`src/rtl/uart_link.sv`:
```
// uart_link: UART transmitter with a small TX FIFO plus a receiver with glitch rejection and error flags.
// Ports:
//   clk, rst_n                     clock, asynchronous active-low reset
//   rx_i                           serial input (asynchronous, idle high)
//   tx_o                           serial output (idle high)
//   tx_data_i/tx_vld_i/tx_rdy_o    TX FIFO write handshake
//   tx_busy_o                      frame in flight or FIFO non-empty
//   rx_data_o/rx_vld_o/rx_rdy_i    received word handshake
//   rx_frame_err_o/rx_parity_err_o error flags, qualified by rx_vld_o
//   rx_overrun_o                   one-cycle pulse when a received word is dropped
module uart_link #(
    parameter int    CLK_FREQ_Hz   = 27000000,
    parameter int    BAUD_RATE     = 9600,
    parameter int    DATA_WIDTH    = 8,
    parameter string PARITY        = "NONE",
    parameter int    STOP_BITS     = 1,
    parameter int    TX_FIFO_DEPTH = 4
) (
    input  logic                  clk,
    input  logic                  rst_n,
    input  logic                  rx_i,
    output logic                  tx_o,
    input  logic [DATA_WIDTH-1:0] tx_data_i,
    input  logic                  tx_vld_i,
    output logic                  tx_rdy_o,
    output logic                  tx_busy_o,
    output logic [DATA_WIDTH-1:0] rx_data_o,
    output logic                  rx_vld_o,
    input  logic                  rx_rdy_i,
    output logic                  rx_frame_err_o,
    output logic                  rx_parity_err_o,
    output logic                  rx_overrun_o
);
    localparam int DIV = (CLK_FREQ_Hz + BAUD_RATE / 2) / BAUD_RATE;
    localparam int CW  = $clog2(DIV + 1);
    localparam int AW  = $clog2(TX_FIFO_DEPTH);
    localparam bit PAR_EN  = (PARITY != "NONE");
    localparam bit PAR_ODD = (PARITY == "ODD");
    localparam logic [CW-1:0] DIV_END  = CW'(DIV - 1);
    localparam logic [CW-1:0] HALF_END = CW'(DIV / 2 - 1);
    localparam logic [3:0]    DW_END   = 4'(DATA_WIDTH - 1);
    localparam logic [3:0]    SB_END   = 4'(STOP_BITS - 1);

    typedef enum logic [2:0] {IDLE, START, DATA, PAR, STOP, WAIT_HIGH} state_t;

    logic [DATA_WIDTH-1:0] mem_q [TX_FIFO_DEPTH];
    logic [AW-1:0]         wr_q, rd_q, rd_nxt;
    logic [AW:0]           cnt_q;
    state_t                tx_state_q;
    logic [CW-1:0]         tx_div_q;
    logic [3:0]            tx_bit_q;
    logic [DATA_WIDTH-1:0] tx_sh_q, tx_load_d;
    logic                  tx_par_q, tx_q, tx_bit_end, tx_pop, tx_more, wr;

    // The word being sent keeps its FIFO slot until its last stop bit ends,
    // so the FIFO count includes the frame in flight.
    assign rd_nxt     = rd_q + AW'(1);
    assign tx_bit_end = tx_div_q == DIV_END;
    assign tx_pop     = tx_state_q == STOP && tx_bit_end && tx_bit_q == SB_END;
    assign tx_rdy_o   = cnt_q != (AW + 1)'(TX_FIFO_DEPTH) || tx_pop;
    assign wr         = tx_vld_i && tx_rdy_o;
    assign tx_more    = cnt_q > (AW + 1)'(1) || wr;
    // A word written on the very cycle of the pop is forwarded so frames stay contiguous.
    assign tx_load_d  = (tx_state_q == IDLE) ? mem_q[rd_q] : (cnt_q == (AW + 1)'(1)) ? tx_data_i : mem_q[rd_nxt];
    assign tx_busy_o  = tx_state_q != IDLE || cnt_q != '0;
    assign tx_o       = tx_q;

    always_ff @(posedge clk) begin
        if (wr) mem_q[wr_q] <= tx_data_i;
    end

    always_ff @(posedge clk or negedge rst_n) begin
        if (!rst_n) begin
            tx_state_q <= IDLE;
            tx_div_q   <= '0;
            tx_bit_q   <= '0;
            tx_sh_q    <= '0;
            tx_par_q   <= 1'b0;
            tx_q       <= 1'b1;
            wr_q       <= '0;
            rd_q       <= '0;
            cnt_q      <= '0;
        end else begin
            if (wr) wr_q <= wr_q + AW'(1);
            if (tx_pop) rd_q <= rd_nxt;
            cnt_q    <= cnt_q + (AW + 1)'(wr) - (AW + 1)'(tx_pop);
            tx_div_q <= (tx_state_q == IDLE || tx_bit_end) ? '0 : tx_div_q + CW'(1);
            case (tx_state_q)
                IDLE: if (cnt_q != '0) begin
                    tx_state_q <= START;
                    tx_q       <= 1'b0;
                    tx_sh_q    <= tx_load_d;
                    tx_par_q   <= ^tx_load_d ^ PAR_ODD;
                end
                START: if (tx_bit_end) begin
                    tx_state_q <= DATA;
                    tx_q       <= tx_sh_q[0];
                    tx_sh_q    <= tx_sh_q >> 1;
                    tx_bit_q   <= '0;
                end
                DATA: if (tx_bit_end) begin
                    if (tx_bit_q == DW_END) begin
                        tx_state_q <= PAR_EN ? PAR : STOP;
                        tx_q       <= PAR_EN ? tx_par_q : 1'b1;
                        tx_bit_q   <= '0;
                    end else begin
                        tx_q     <= tx_sh_q[0];
                        tx_sh_q  <= tx_sh_q >> 1;
                        tx_bit_q <= tx_bit_q + 4'd1;
                    end
                end
                PAR: if (tx_bit_end) begin
                    tx_state_q <= STOP;
                    tx_q       <= 1'b1;
                end
                STOP: if (tx_bit_end) begin
                    if (tx_bit_q != SB_END) begin
                        tx_bit_q <= tx_bit_q + 4'd1;
                    end else if (tx_more) begin
                        tx_state_q <= START;
                        tx_q       <= 1'b0;
                        tx_sh_q    <= tx_load_d;
                        tx_par_q   <= ^tx_load_d ^ PAR_ODD;
                    end else begin
                        tx_state_q <= IDLE;
                    end
                end
                default: tx_state_q <= IDLE;
            endcase
        end
    end

    state_t                rx_state_q;
    logic                  s1_q, s2_q, prev_q;
    logic [CW-1:0]         rx_div_q;
    logic [3:0]            rx_bit_q;
    logic [DATA_WIDTH-1:0] rx_sh_q, rx_data_q;
    logic                  rx_pe_q, rx_fe_o_q, rx_pe_o_q, rx_vld_q, rx_ovr_q, rx_tick, rx_done;

    // The start bit is checked at its half-period; every later sample is a full period on.
    assign rx_tick = (rx_state_q == START) ? rx_div_q == HALF_END : rx_div_q == DIV_END;
    assign rx_done = rx_state_q == STOP && rx_tick;
    assign rx_data_o       = rx_data_q;
    assign rx_vld_o        = rx_vld_q;
    assign rx_frame_err_o  = rx_fe_o_q;
    assign rx_parity_err_o = rx_pe_o_q;
    assign rx_overrun_o    = rx_ovr_q;

    always_ff @(posedge clk or negedge rst_n) begin
        if (!rst_n) begin
            s1_q       <= 1'b1;
            s2_q       <= 1'b1;
            prev_q     <= 1'b1;
            rx_state_q <= IDLE;
            rx_div_q   <= '0;
            rx_bit_q   <= '0;
            rx_sh_q    <= '0;
            rx_pe_q    <= 1'b0;
            rx_data_q  <= '0;
            rx_fe_o_q  <= 1'b0;
            rx_pe_o_q  <= 1'b0;
            rx_vld_q   <= 1'b0;
            rx_ovr_q   <= 1'b0;
        end else begin
            s1_q     <= rx_i;
            s2_q     <= s1_q;
            prev_q   <= s2_q;
            rx_div_q <= (rx_state_q == IDLE || rx_state_q == WAIT_HIGH || rx_tick) ? '0 : rx_div_q + CW'(1);
            case (rx_state_q)
                IDLE: if (prev_q && !s2_q) rx_state_q <= START;
                START: if (rx_tick) begin
                    rx_state_q <= s2_q ? IDLE : DATA;
                    rx_bit_q   <= '0;
                end
                DATA: if (rx_tick) begin
                    rx_sh_q <= {s2_q, rx_sh_q[DATA_WIDTH-1:1]};
                    if (rx_bit_q == DW_END) rx_state_q <= PAR_EN ? PAR : STOP;
                    else rx_bit_q <= rx_bit_q + 4'd1;
                end
                PAR: if (rx_tick) begin
                    rx_pe_q    <= s2_q ^ (^rx_sh_q) ^ PAR_ODD;
                    rx_state_q <= STOP;
                end
                STOP: if (rx_tick) rx_state_q <= s2_q ? IDLE : WAIT_HIGH;
                WAIT_HIGH: if (s2_q) rx_state_q <= IDLE;
                default: rx_state_q <= IDLE;
            endcase
            rx_ovr_q <= rx_done && rx_vld_q && !rx_rdy_i;
            if (rx_done && (!rx_vld_q || rx_rdy_i)) begin
                rx_data_q <= rx_sh_q;
                rx_fe_o_q <= !s2_q;
                rx_pe_o_q <= rx_pe_q;
                rx_vld_q  <= 1'b1;
            end else if (rx_rdy_i) begin
                rx_vld_q <= 1'b0;
            end
        end
    end
endmodule

```
`config.mk`:
```
export PLATFORM = sky130hd
export DESIGN_NAME = uart_link
export DESIGN_NICKNAME = d
export VERILOG_FILES = /design/src/rtl/uart_link.sv
export SDC_FILE = /design/constraint.sdc
export NUM_CORES = 1
export LEC_CHECK = 0
export ABC_AREA = 1
export ABC_CLOCK_PERIOD_IN_PS = 5100
export CAP_MARGIN = 20
export CORE_UTILIZATION = 50
export DETAILED_ROUTE_END_ITERATION = 10
export PLACE_DENSITY = 0.68
export SLEW_MARGIN = 20
export SYNTH_ARGS = -nofsm -noshare
export SYNTH_HDL_FRONTEND = slang
export SYNTH_SLANG_ARGS = --single-unit
```
`constraint.sdc`:
```
create_clock -name clk -period 5.1 [get_ports clk]
set_input_delay 0.51 -clock clk [delete_from_list [all_inputs] [get_ports clk]]
set_output_delay 0.51 -clock clk [all_outputs]
set_load 0.1 [all_outputs]
```
==> impl_metrics.env, run 1 <==
export IMPL_floorplan_die_area_mm2=0.0124
export IMPL_postSynthRegisterBits=110
export IMPL_detailed_place_area_mm2=0.00632
export IMPL_power_frac_seq=0.494
export IMPL_synth_area_leaders="sky130_fd_sc_hd__dfrtp_1 31%, sky130_fd_sc_hd__nand2_1 16%, sky130_fd_sc_hd__edfxtp_1 16%, sky130_fd_sc_hd__nand3_1 5.8%, sky130_fd_sc_hd__nor2_1 3.9%"
export IMPL_timing_hold_ws_ns=0.185
export IMPL_synth_yosys_seq_area_share=0.490
export IMPL_cts_repair_timing_setup_buffer_count=0
export IMPL_first_pass_iters=8
export IMPL_yosysTopAreaCell="sky130_fd_sc_hd__dfrtp_1"
export IMPL_rsz0062_at_grt="no"
export IMPL_status="finished with violations"
export IMPL_setup_worst_path_start_class="register"
export IMPL_type_of_the_setup_path_with_the_least_slack="reg2out"
export IMPL_detail_route_drc_violations=4
export IMPL_drt_first_iter_violations=349
export IMPL_async_reset_ff_frac=0.709
export IMPL_vias=4670
export IMPL_avgSynthCellArea_um2=8.15
export IMPL_core_area_mm2=0.0115
export IMPL_routedWlPerCell_um=13.3
export IMPL_setup_worst_path_end_class="output pin"
export IMPL_share_of_post_route_cells_with_drive_strength_above_1=0.0868
export IMPL_global_route_overflow_total=0
export IMPL_cp_required_ns=4.59
export IMPL_cts_max_level=3
export IMPL_timing_setup_tns_ns=0
export IMPL_synthesis_area_mm2=0.00596
export IMPL_grtUsageTotal=0.211
export IMPL_drt_vias_per_instance=5.17
export IMPL_crit_path_cell_trace="inv_1 -> ha_1 -> nand3_1 -> nor2_2 -> nand3_4 -> nand2_4 -> clkdlybuf4s50_1"
export IMPL_first_global_vias=4648
export IMPL_fp_row_count=39
export IMPL_numCtsBuffers=9
export IMPL_power_ir_vdd_worst_mv=0.168
export IMPL_critical_path_s_largest_stage_delay_ns=1.13
export IMPL_routed_wirelength_um=12000
export IMPL_post_route_cell_area_mm2=0.00659
export IMPL_yosys_cell_count_top_type="sky130_fd_sc_hd__nand2_1"
export IMPL_ant_nets=0
export IMPL_clkLatencyLatePin_ns=0.35
export IMPL_internal_power_mw=1.48
export IMPL_initial_util=0.517
export IMPL_critical_path_peak_fanout=4
export IMPL_detailedPlacementHpwl_um=8290
export IMPL_cts_hold_buffers_added=0
export IMPL_number_of_hold_violations_in_the_final_report=0
export IMPL_antenna_found_initial=0
export IMPL_chipHeight_um=111
export IMPL_cts_max_path_buffers=2
export IMPL_globalplace_congestion=0.830
export IMPL_ys_types=43
export IMPL_syn_nets=758
export IMPL_finalCritPeriodShare=0.622
export IMPL_syn_to_final_growth_pct=10.5
export IMPL_grt_pass1_wl_um=21100
export IMPL_post_route_min_period_ns=3.17
export IMPL_cts_reportedPaths_clkPinSlew_ns=0.06
export IMPL_num_antenna_cells=0
export IMPL_port_buffers=27
export IMPL_ioPinCount=28
export IMPL_power_clock_fraction=0.290
export IMPL_max_freq_mhz=315
export IMPL_power_density_mw_per_mm2=329
export IMPL_ys_dominant_reg_cell="sky130_fd_sc_hd__dfrtp_1"
export IMPL_worstMarginPinSlew_ns=0.976
export IMPL_critical_path_arrival_ns=2.66
export IMPL_synth_enable_flop_cells=32
export IMPL_max_cap_violations=0
export IMPL_clk_root_buffer_cell="sky130_fd_sc_hd__clkbuf_16"
export IMPL_yosysWarnings=0
export IMPL_hold_class="in2async"
export IMPL_syn_inst=731
export IMPL_nets=782
export IMPL_violations="DRC"
export IMPL_swShare=0.316
export IMPL_total_switching_power_uw=685
export IMPL_critPathSlowestCell="sky130_fd_sc_hd__clkdlybuf4s50_1"
export IMPL_die_width_um=111
export IMPL_ctsResizeCount=0
export IMPL_combPwrFrac=0.216
export IMPL_max_clock_skew_ns=0.00746
export IMPL_timing_max_transition_violations_final=0
export IMPL_grt_start_max_net_pins=79
export IMPL_cts_tree="yes"
export IMPL_finalSetupViolCount=0
export IMPL_cts_sinks=110
export IMPL_worst_slew_margin_rel=0.347
export IMPL_synth_largest_type_area_fraction=0.311
export IMPL_synth_common_cells="261 x sky130_fd_sc_hd__nand2_1, 74 x sky130_fd_sc_hd__dfrtp_1, 69 x sky130_fd_sc_hd__nand3_1"
export IMPL_leakage_power_total_nw=3.15
cell type report:
type | instances | area, um2
inverters | 73 | 275
well taps | 143 | 179
repair buffers | 28 | 279
flip-flops and latches | 110 | 2920
clock inverters | 6 | 28.8
clock buffers | 10 | 229
multi-input cells | 533 | 2680
fillers | 1023 | 4930
metrics by stage:
stage / power [mW] / setup slack (ns) / util / cells
global route: 2.30 / 1.83 / 0.572 / 903
global placement: 1.54 / 2.32 / 0.549 / 887
floorplan: 1.43 / 2.59 / - / 731
detailed placement: 1.56 / 2.28 / 0.549 / 887
CTS: 2.19 / 1.91 / 0.572 / 903
finish: 2.16 / 1.93 / 0.572 / 903
cell usage in the layout, fill, tap and decap left out, drive strengths merged:
| cell | Yosys | routed |
|---|---|---|
| ha | 13 | 13 |
| a21o | 1 | 1 |
| clkdlybuf4s50 | 0 | 26 |
| nand4 | 5 | 5 |
| xnor2 | 4 | 4 |
| inv | 71 | 71 |
| a211oi | 1 | 1 |
| nor3 | 14 | 14 |
| clkbuf | 2 | 10 |
| nand2 | 273 | 273 |
| clkinv | 2 | 8 |
| o21ai | 28 | 28 |
| edfxtp | 32 | 32 |
| nor4 | 1 | 1 |
| nand3 | 76 | 76 |
| nor3b | 3 | 3 |
| a21oi | 23 | 23 |
| xor2 | 13 | 13 |
| buf | 13 | 2 |
| o21a | 2 | 2 |
| and2 | 1 | 1 |
| dfstp | 4 | 4 |
| nand3b | 3 | 3 |
| nor2 | 71 | 71 |
| dfrtp | 74 | 74 |
| fa | 1 | 1 |
cell families (layout without fill, tap and decap cells):
| group | after synthesis | in the layout | synth area share |
|---|---|---|---|
| and+or+nand+nor | 447 | 447 | 0.343 |
| DFF | 110 | 110 | 0.490 |
| buffers and inverters | 88 | 117 | 0.0609 |
| AOI/OAI and AO/OA | 55 | 55 | 0.0512 |
| xor gates and xnor gates | 17 | 17 | 0.0250 |
| adders and majority gates | 14 | 14 | 0.0307 |
layer usage:
layer | vias to the layer above | wire, um | global-route usage
met2 | 94 | 5740 | 0.357
met1 | 2175 | 5610 | 0.274
li1 | 2383 | - | -
met5 | - | 0 | 0
met4 | 0 | 228 | 0.0838
met3 | 18 | 415 | 0.0279
state kept, by name (all words and copies together) (netlist names), 4 cells and up:
name       cells
tx_sh_q        8
rx_div_q      12
rx_bit_q       4
mem_q         32
rx_sh_q        8
tx_bit_q       4
rx_data_o      8
tx_div_q      12
worst max-delay path: cells and delay by family (launching register included):
kind,cells,cell delay (ns)
DFF,1,0.41
and+or+nand+nor,4,0.53
adders and majority gates,1,0.19
buffers and inverters,2,1.20
power groups by stage:
stage	Sequential (mW)	Clock, mW	Combinational [mW]
global route	1.08	0.678	0.539
detailed placement	1.09	0	0.473
floorplan	1.07	0	0.361
finish	1.07	0.627	0.468
CTS	1.07	0.646	0.474
global placement	1.08	0	0.460
final timing paths:
path | end | cells past startpoint | slack (ns) | start
max in group asynchronous | rx_div_q[10] | 1 | 4.40 | rst_n
min reg2reg | s2_q | 0 | 0.36 | s1_q
min in group clk | s2_q | 0 | 0.36 | s1_q
max reg2reg | tx_sh_q[0] | 11 | 2.56 | rd_q[1]
min | tx_div_q[8] | 1 | 0.18 | rst_n
max | tx_rdy_o | 7 | 1.93 | tx_div_q[0]
(Power assumes the default switching activity.)
==> run 2, diff against run 1 <==
--- a/config.mk
+++ b/config.mk
@@ -6,7 +6,7 @@
 export NUM_CORES = 1
 export LEC_CHECK = 0
 export ABC_AREA = 1
-export ABC_CLOCK_PERIOD_IN_PS = 5100
+export ABC_CLOCK_PERIOD_IN_PS = 3200
 export CAP_MARGIN = 20
 export CORE_UTILIZATION = 50
 export DETAILED_ROUTE_END_ITERATION = 10
==> constraint.sdc (replaced) <==
create_clock -name clk -period 3.2 [get_ports clk]
set_input_delay 0.32 -clock clk [delete_from_list [all_inputs] [get_ports clk]]
set_output_delay 0.32 -clock clk [all_outputs]
set_load 0.1 [all_outputs]
==> run 2 against run 1 <==
Against the previous run:
- the run ends with DRC, hold timing left
- die area stayed put
- clock power is 72% higher
- combinational power is 63% higher
- via count is 2.1% higher
- critical endpoint is now cnt_q[2]
- largest power group unchanged
==> impl_metrics.env, run 2 (synthesis results as in run 1) <==
export IMPL_share_of_post_route_cells_with_drive_strength_above_1=0.102
export IMPL_total_power_after_layout_mw=3.54
export IMPL_clkLatencyLatePin_ns=0.36
export IMPL_cts_max_level=3
export IMPL_power_ir_vdd_worst_mv=0.240
export IMPL_grtUsageMet1=0.280
export IMPL_vias=4766
export IMPL_cts_reportedPaths_clkPinSlew_ns=0.07
export IMPL_routedWlPerCell_um=13.7
export IMPL_post_route_worst_setup_slack_ns=0.757
export IMPL_timing_hold_ws_ns=-0.00596
export IMPL_crit_path_cell_trace="inv_1 -> ha_1 -> nand3_1 -> nor2_2 -> nand3_4 -> nand2_4 -> nand2_4 -> ha_1 -> inv_1 -> ha_1 -> fa_1 -> xnor2_1"
export IMPL_core_area_mm2=0.0115
export IMPL_post_route_cell_area_mm2=0.00663
export IMPL_type_of_the_setup_path_with_the_least_slack="reg2reg"
export IMPL_floorplan_die_area_mm2=0.0124
export IMPL_first_pass_iters=9
export IMPL_layout_commonest_cell="sky130_fd_sc_hd__nand2_1"
export IMPL_hold_class="in2async"
export IMPL_numCtsBuffers=9
export IMPL_cts_hold_buffers_added=0
export IMPL_global_route_overflow_total=0
export IMPL_grt_met2_usage=0.373
export IMPL_cts_max_path_buffers=2
export IMPL_syn_to_final_growth_pct=11.3
export IMPL_timing_max_transition_violations_final=0
export IMPL_mostFrequentLayoutCells="261 x sky130_fd_sc_hd__nand2_1, 74 x sky130_fd_sc_hd__dfrtp_1, 69 x sky130_fd_sc_hd__nand3_1"
export IMPL_drt_vias_per_instance=5.25
export IMPL_max_cap_violations=0
export IMPL_finalSetupViolCount=0
export IMPL_initial_util=0.517
export IMPL_utilization=0.576
export IMPL_largest_register_ff_count=32
export IMPL_routed_wirelength_um=12400
export IMPL_cts_sinks=110
export IMPL_chipHeight_um=111
export IMPL_num_antenna_cells=0
export IMPL_grtUsageTotal=0.220
export IMPL_ctsResizeCount=0
export IMPL_leakage_power_total_nw=3.18
export IMPL_worst_slew_margin_rel=0.347
export IMPL_status="finished with violations"
export IMPL_critPathSlowestCell="sky130_fd_sc_hd__dfrtp_1"
export IMPL_critical_path_peak_fanout=10
export IMPL_critical_path_arrival_ns=2.71
export IMPL_grt_pass1_wl_um=21800
export IMPL_worst_path_most_repeated_cell="sky130_fd_sc_hd__ha_1"
export IMPL_detailed_place_area_mm2=0.00635
export IMPL_power_density_mw_per_mm2=534
export IMPL_max_freq_mhz=409
export IMPL_detail_route_drc_violations=4
export IMPL_cts_tree="yes"
export IMPL_placement_setup_worst_slack_ns=0.776
export IMPL_globalplace_congestion=0.839
export IMPL_detailedPlacementHpwl_um=8780
export IMPL_cp_required_ns=3.47
export IMPL_finalCritPeriodShare=0.763
export IMPL_violations="DRC, hold timing"
export IMPL_grt_busiest_layer="met2"
export IMPL_ant_nets=0
export IMPL_first_global_vias=4744
export IMPL_port_buffers=27
export IMPL_largest_register="mem_q"
export IMPL_reg_top3="mem_q (32), rx_div_q (12), tx_div_q (12)"
export IMPL_post_route_min_period_ns=2.44
export IMPL_rsz0062_at_grt="no"
export IMPL_grt_use_met3=0.0301
export IMPL_timing_setup_tns_ns=0
export IMPL_max_clock_skew_ns=0.00716
export IMPL_clk_root_buffer_cell="sky130_fd_sc_hd__clkbuf_16"
export IMPL_setup_worst_path_start="tx_div_q[0]"
export IMPL_critical_path_s_largest_stage_delay_ns=0.41
export IMPL_fp_row_count=39
export IMPL_setup_worst_path_end_class="register"
export IMPL_grt_start_max_net_pins=79
export IMPL_ioPinCount=28
export IMPL_number_of_hold_violations_in_the_final_report=11
export IMPL_die_width_um=111
export IMPL_antenna_found_initial=0
export IMPL_worst_path_dominant_cell_family="adder cells"
export IMPL_cts_repair_timing_setup_buffer_count=0
export IMPL_critical_path_reg2reg_startpoint="tx_div_q[0]"
export IMPL_nets=786
export IMPL_worst_path_buf_inv=2
export IMPL_drt_first_iter_violations=433
export IMPL_setup_worst_path_start_class="register"
export IMPL_worstMarginPinSlew_ns=0.976
==> run 2: power by group <==
part,internal (mW),switching (mW)
clock,0.537,0.542
sequential,1.61,0.0959
combinational,0.239,0.522
==> run 2: layout make-up <==
class                      count  area (um2)
clock buffer                   9         225
fill                        1052        4880
timing repair buffer          32         302
multi-input combinational    533        2680
inverter                      73         275
clock inverter                 7        55.1
tap                          143         179
sequential                   110        2920
==> run 2: stage by stage <==
step,cells,hold WS [ns]
floorplan,731,0.0244
global placement,891,0.346
detailed placement,891,0.347
CTS,907,0.176
global route,907,0.0583
finish,907,-0.00596
==> run 2: layer usage <==
layer  wire length, um  up-vias
met5                 0        -
met3               439       21
met4               287        0
met2              6010       89
met1              5660     2261
li1                  -     2395
==> run 2: final timing paths <==
kind	end	slack [ns]	cells past startpoint
worst max register to register	cnt_q[2]	0.76	12
worst max-delay path	cnt_q[2]	0.76	12
min in group clk	s1_q	0.36	1
worst min register to register	s2_q	0.36	0
worst min-delay path	tx_div_q[7]	-0.006	1
max in group asynchronous	rx_data_o[2]	2.73	1
==> run 2: worst register-to-register path, stage by stage (launching register included) <==
cell and delay [ns]:
sky130_fd_sc_hd__dfrtp_1 0.41, sky130_fd_sc_hd__inv_1 0.07, sky130_fd_sc_hd__ha_1 0.18, sky130_fd_sc_hd__nand3_1 0.10, sky130_fd_sc_hd__nor2_2 0.20, sky130_fd_sc_hd__nand3_4 0.12
sky130_fd_sc_hd__nand2_4 0.09, sky130_fd_sc_hd__nand2_4 0.09, sky130_fd_sc_hd__ha_1 0.29, sky130_fd_sc_hd__inv_1 0.04, sky130_fd_sc_hd__ha_1 0.19, sky130_fd_sc_hd__fa_1 0.38
sky130_fd_sc_hd__xnor2_1 0.20
==> run 3, diff against run 2 <==
--- a/config.mk
+++ b/config.mk
@@ -6,7 +6,7 @@
 export NUM_CORES = 1
 export LEC_CHECK = 0
 export ABC_AREA = 1
-export ABC_CLOCK_PERIOD_IN_PS = 3200
+export ABC_CLOCK_PERIOD_IN_PS = 2400
 export CAP_MARGIN = 20
 export CORE_UTILIZATION = 50
 export DETAILED_ROUTE_END_ITERATION = 10
==> constraint.sdc (replaced) <==
create_clock -name clk -period 2.4 [get_ports clk]
set_input_delay 0.24 -clock clk [delete_from_list [all_inputs] [get_ports clk]]
set_output_delay 0.24 -clock clk [all_outputs]
set_load 0.1 [all_outputs]
==> run 3 against run 2 <==
Against the previous run:
- the flow finishes with violations (DRC)
- clock power up 27%
- global-route usage down 0.85 points
- worst hold slack better by 0.30 ns
- flip-flop and latch count unchanged
- sequential power up 33%
- first-iteration DRC count down 41%
==> impl_metrics.env, run 3 (synthesis results as in run 1) <==
export IMPL_setup_worst_path_start="tx_div_q[0]"
export IMPL_post_route_cell_area_mm2=0.00672
export IMPL_routedWlPerCell_um=13.0
export IMPL_ant_nets=0
export IMPL_critical_path_arrival_ns=2.54
export IMPL_drt_vias_per_instance=5.15
export IMPL_grt_pass1_wl_um=21200
export IMPL_rsz0062_at_grt="no"
export IMPL_initial_util=0.517
export IMPL_clkLatencyLatePin_ns=0.35
export IMPL_timing_setup_tns_ns=0
export IMPL_worstMarginPinSlew_ns=0.581
export IMPL_antenna_found_initial=0
export IMPL_mostFrequentLayoutCells="261 x sky130_fd_sc_hd__nand2_1, 74 x sky130_fd_sc_hd__dfrtp_1, 69 x sky130_fd_sc_hd__nand3_1"
export IMPL_power_ir_vdd_worst_mv=0.338
export IMPL_cp_required_ns=2.69
export IMPL_routed_wirelength_um=12000
export IMPL_type_of_the_setup_path_with_the_least_slack="reg2reg"
export IMPL_share_of_post_route_cells_with_drive_strength_above_1=0.131
export IMPL_first_global_vias=4617
export IMPL_max_clock_skew_ns=0.00898
export IMPL_grtUsageTotal=0.212
export IMPL_vias=4740
export IMPL_cts_tree="yes"
export IMPL_finalSetupViolCount=0
export IMPL_critical_path_endpoint="cnt_q[1]"
export IMPL_hold_class="in2reg"
export IMPL_worst_r2r_setup_slack_ns=0.15
export IMPL_critPathSlowestCell="sky130_fd_sc_hd__fa_2"
export IMPL_num_antenna_cells=0
export IMPL_critical_path_s_largest_stage_delay_ns=0.52
export IMPL_utilization=0.583
export IMPL_detail_route_drc_violations=4
export IMPL_first_pass_iters=8
export IMPL_detailed_place_area_mm2=0.00641
export IMPL_cts_sinks=110
export IMPL_cts_max_path_buffers=2
export IMPL_largest_register="mem_q"
export IMPL_numCtsBuffers=9
export IMPL_syn_to_final_growth_pct=12.7
export IMPL_nets=799
export IMPL_die_width_um=111
export IMPL_layout_commonest_cell="sky130_fd_sc_hd__nand2_1"
export IMPL_cts_reportedPaths_clkPinSlew_ns=0.07
export IMPL_chipHeight_um=111
export IMPL_fill_cells=1034
export IMPL_max_cap_violations=0
export IMPL_fp_row_count=39
export IMPL_leakage_power_total_nw=3.27
export IMPL_r2r_worst_path_cells=11
export IMPL_setup_worst_path_end_class="register"
export IMPL_reg_top3="mem_q (32), rx_div_q (12), tx_div_q (12)"
export IMPL_detailedPlacementHpwl_um=8700
export IMPL_max_freq_mhz=444
export IMPL_drt_first_iter_violations=255
export IMPL_crit_path_cell_trace="inv_1 -> ha_2 -> nand3_1 -> nor2_4 -> nand3_4 -> nand2_8 -> nand2_4 -> ha_1 -> inv_1 -> ha_1 -> fa_2"
export IMPL_violations="DRC"
export IMPL_floorplan_die_area_mm2=0.0124
export IMPL_largest_register_ff_count=32
export IMPL_worst_slew_margin_rel=0.611
export IMPL_global_route_overflow_total=0
export IMPL_post_route_min_period_ns=2.25
export IMPL_power_density_mw_per_mm2=702
export IMPL_ioPinCount=28
export IMPL_finalCritPeriodShare=0.938
export IMPL_critical_path_peak_fanout=3
export IMPL_critical_path_reg2reg_startpoint="tx_div_q[0]"
export IMPL_status="finished with violations"
export IMPL_setup_worst_path_start_class="register"
export IMPL_timing_max_transition_violations_final=0
export IMPL_cts_max_level=3
export IMPL_crit_reg2reg_capture="cnt_q[1]"
export IMPL_number_of_hold_violations_in_the_final_report=0
export IMPL_core_area_mm2=0.0115
export IMPL_globalplace_congestion=0.850
export IMPL_clk_root_buffer_cell="sky130_fd_sc_hd__clkbuf_16"
export IMPL_grt_start_max_net_pins=45
export IMPL_port_buffers=27
[run 3: report_power, final]
group | switching (mW) | internal [mW] | total (mW)
Combinational | 0.702 | 0.373 | 1.07
Sequential | 0.123 | 2.14 | 2.26
Clock | 0.665 | 0.710 | 1.37
[run 3: metal layers]
layer | track usage | share of wire | up-vias
met3 | 0.0295 | 0.033 | 12
met2 | 0.363 | 0.49 | 74
met1 | 0.275 | 0.47 | 2235
met5 | 0 | 0 | -
li1 | - | - | 2419
met4 | 0.0739 | 0.013 | 0
[run 3: stage by stage]
stage | power (mW) | std cells | hold slack [ns] | setup WS (ns)
after floorplan | 3.05 | 731 | -0.0556 | 0.000373
after global placement | 3.34 | 900 | 0.266 | 0.106
after detailed placement | 3.38 | 900 | 0.273 | 0.0750
after CTS | 4.77 | 917 | 0.288 | 0.0706
after global routing | 5.02 | 920 | 0.293 | 0.0185
final | 4.71 | 920 | 0.296 | 0.150
[run 3: repair_timing]
action                     4_1_cts  5_1_grt
buffers inserted                 0        3
hold endpoints to repair        40        0
hold buffers                     1        0
resized for setup                0        3
setup endpoints to repair        0        2
[run 3: how the worst min path moves through the flow]
stage          start           to  slack [ns]  cells past startpoint
6_report        rx_i         s1_q        0.30                      1
5_1_grt         rx_i         s1_q        0.29                      1
4_1_cts         rx_i         s1_q        0.29                      1
3_5_place_dp   rst_n  tx_bit_q[3]        0.27                      1
3_3_place_gp   rst_n  tx_bit_q[0]        0.27                      1
2_1_floorplan  rst_n     cnt_q[0]       -0.06                      0
[run 3: final cells by class]
cell class | count | area, um2 | area share
Clock buffer | 11 | 233 | 0.0346
Clock inverter | 5 | 36.3 | 0.00540
Inverter | 73 | 275 | 0.0410
Multi-Input combinational cell | 533 | 2700 | 0.401
Sequential cell | 110 | 2920 | 0.434
Tap cell | 143 | 179 | 0.0266
Timing Repair Buffer | 45 | 380 | 0.0566
[run 3: critical path: cells and delay by family (launching register included)]
kind / cells / cell delay (ns)
adder cells (fa/ha/maj): 4 / 1.15
buffers and inverters: 2 / 0.11
flip-flops: 1 / 0.40
AND/OR/NAND/NOR: 5 / 0.55
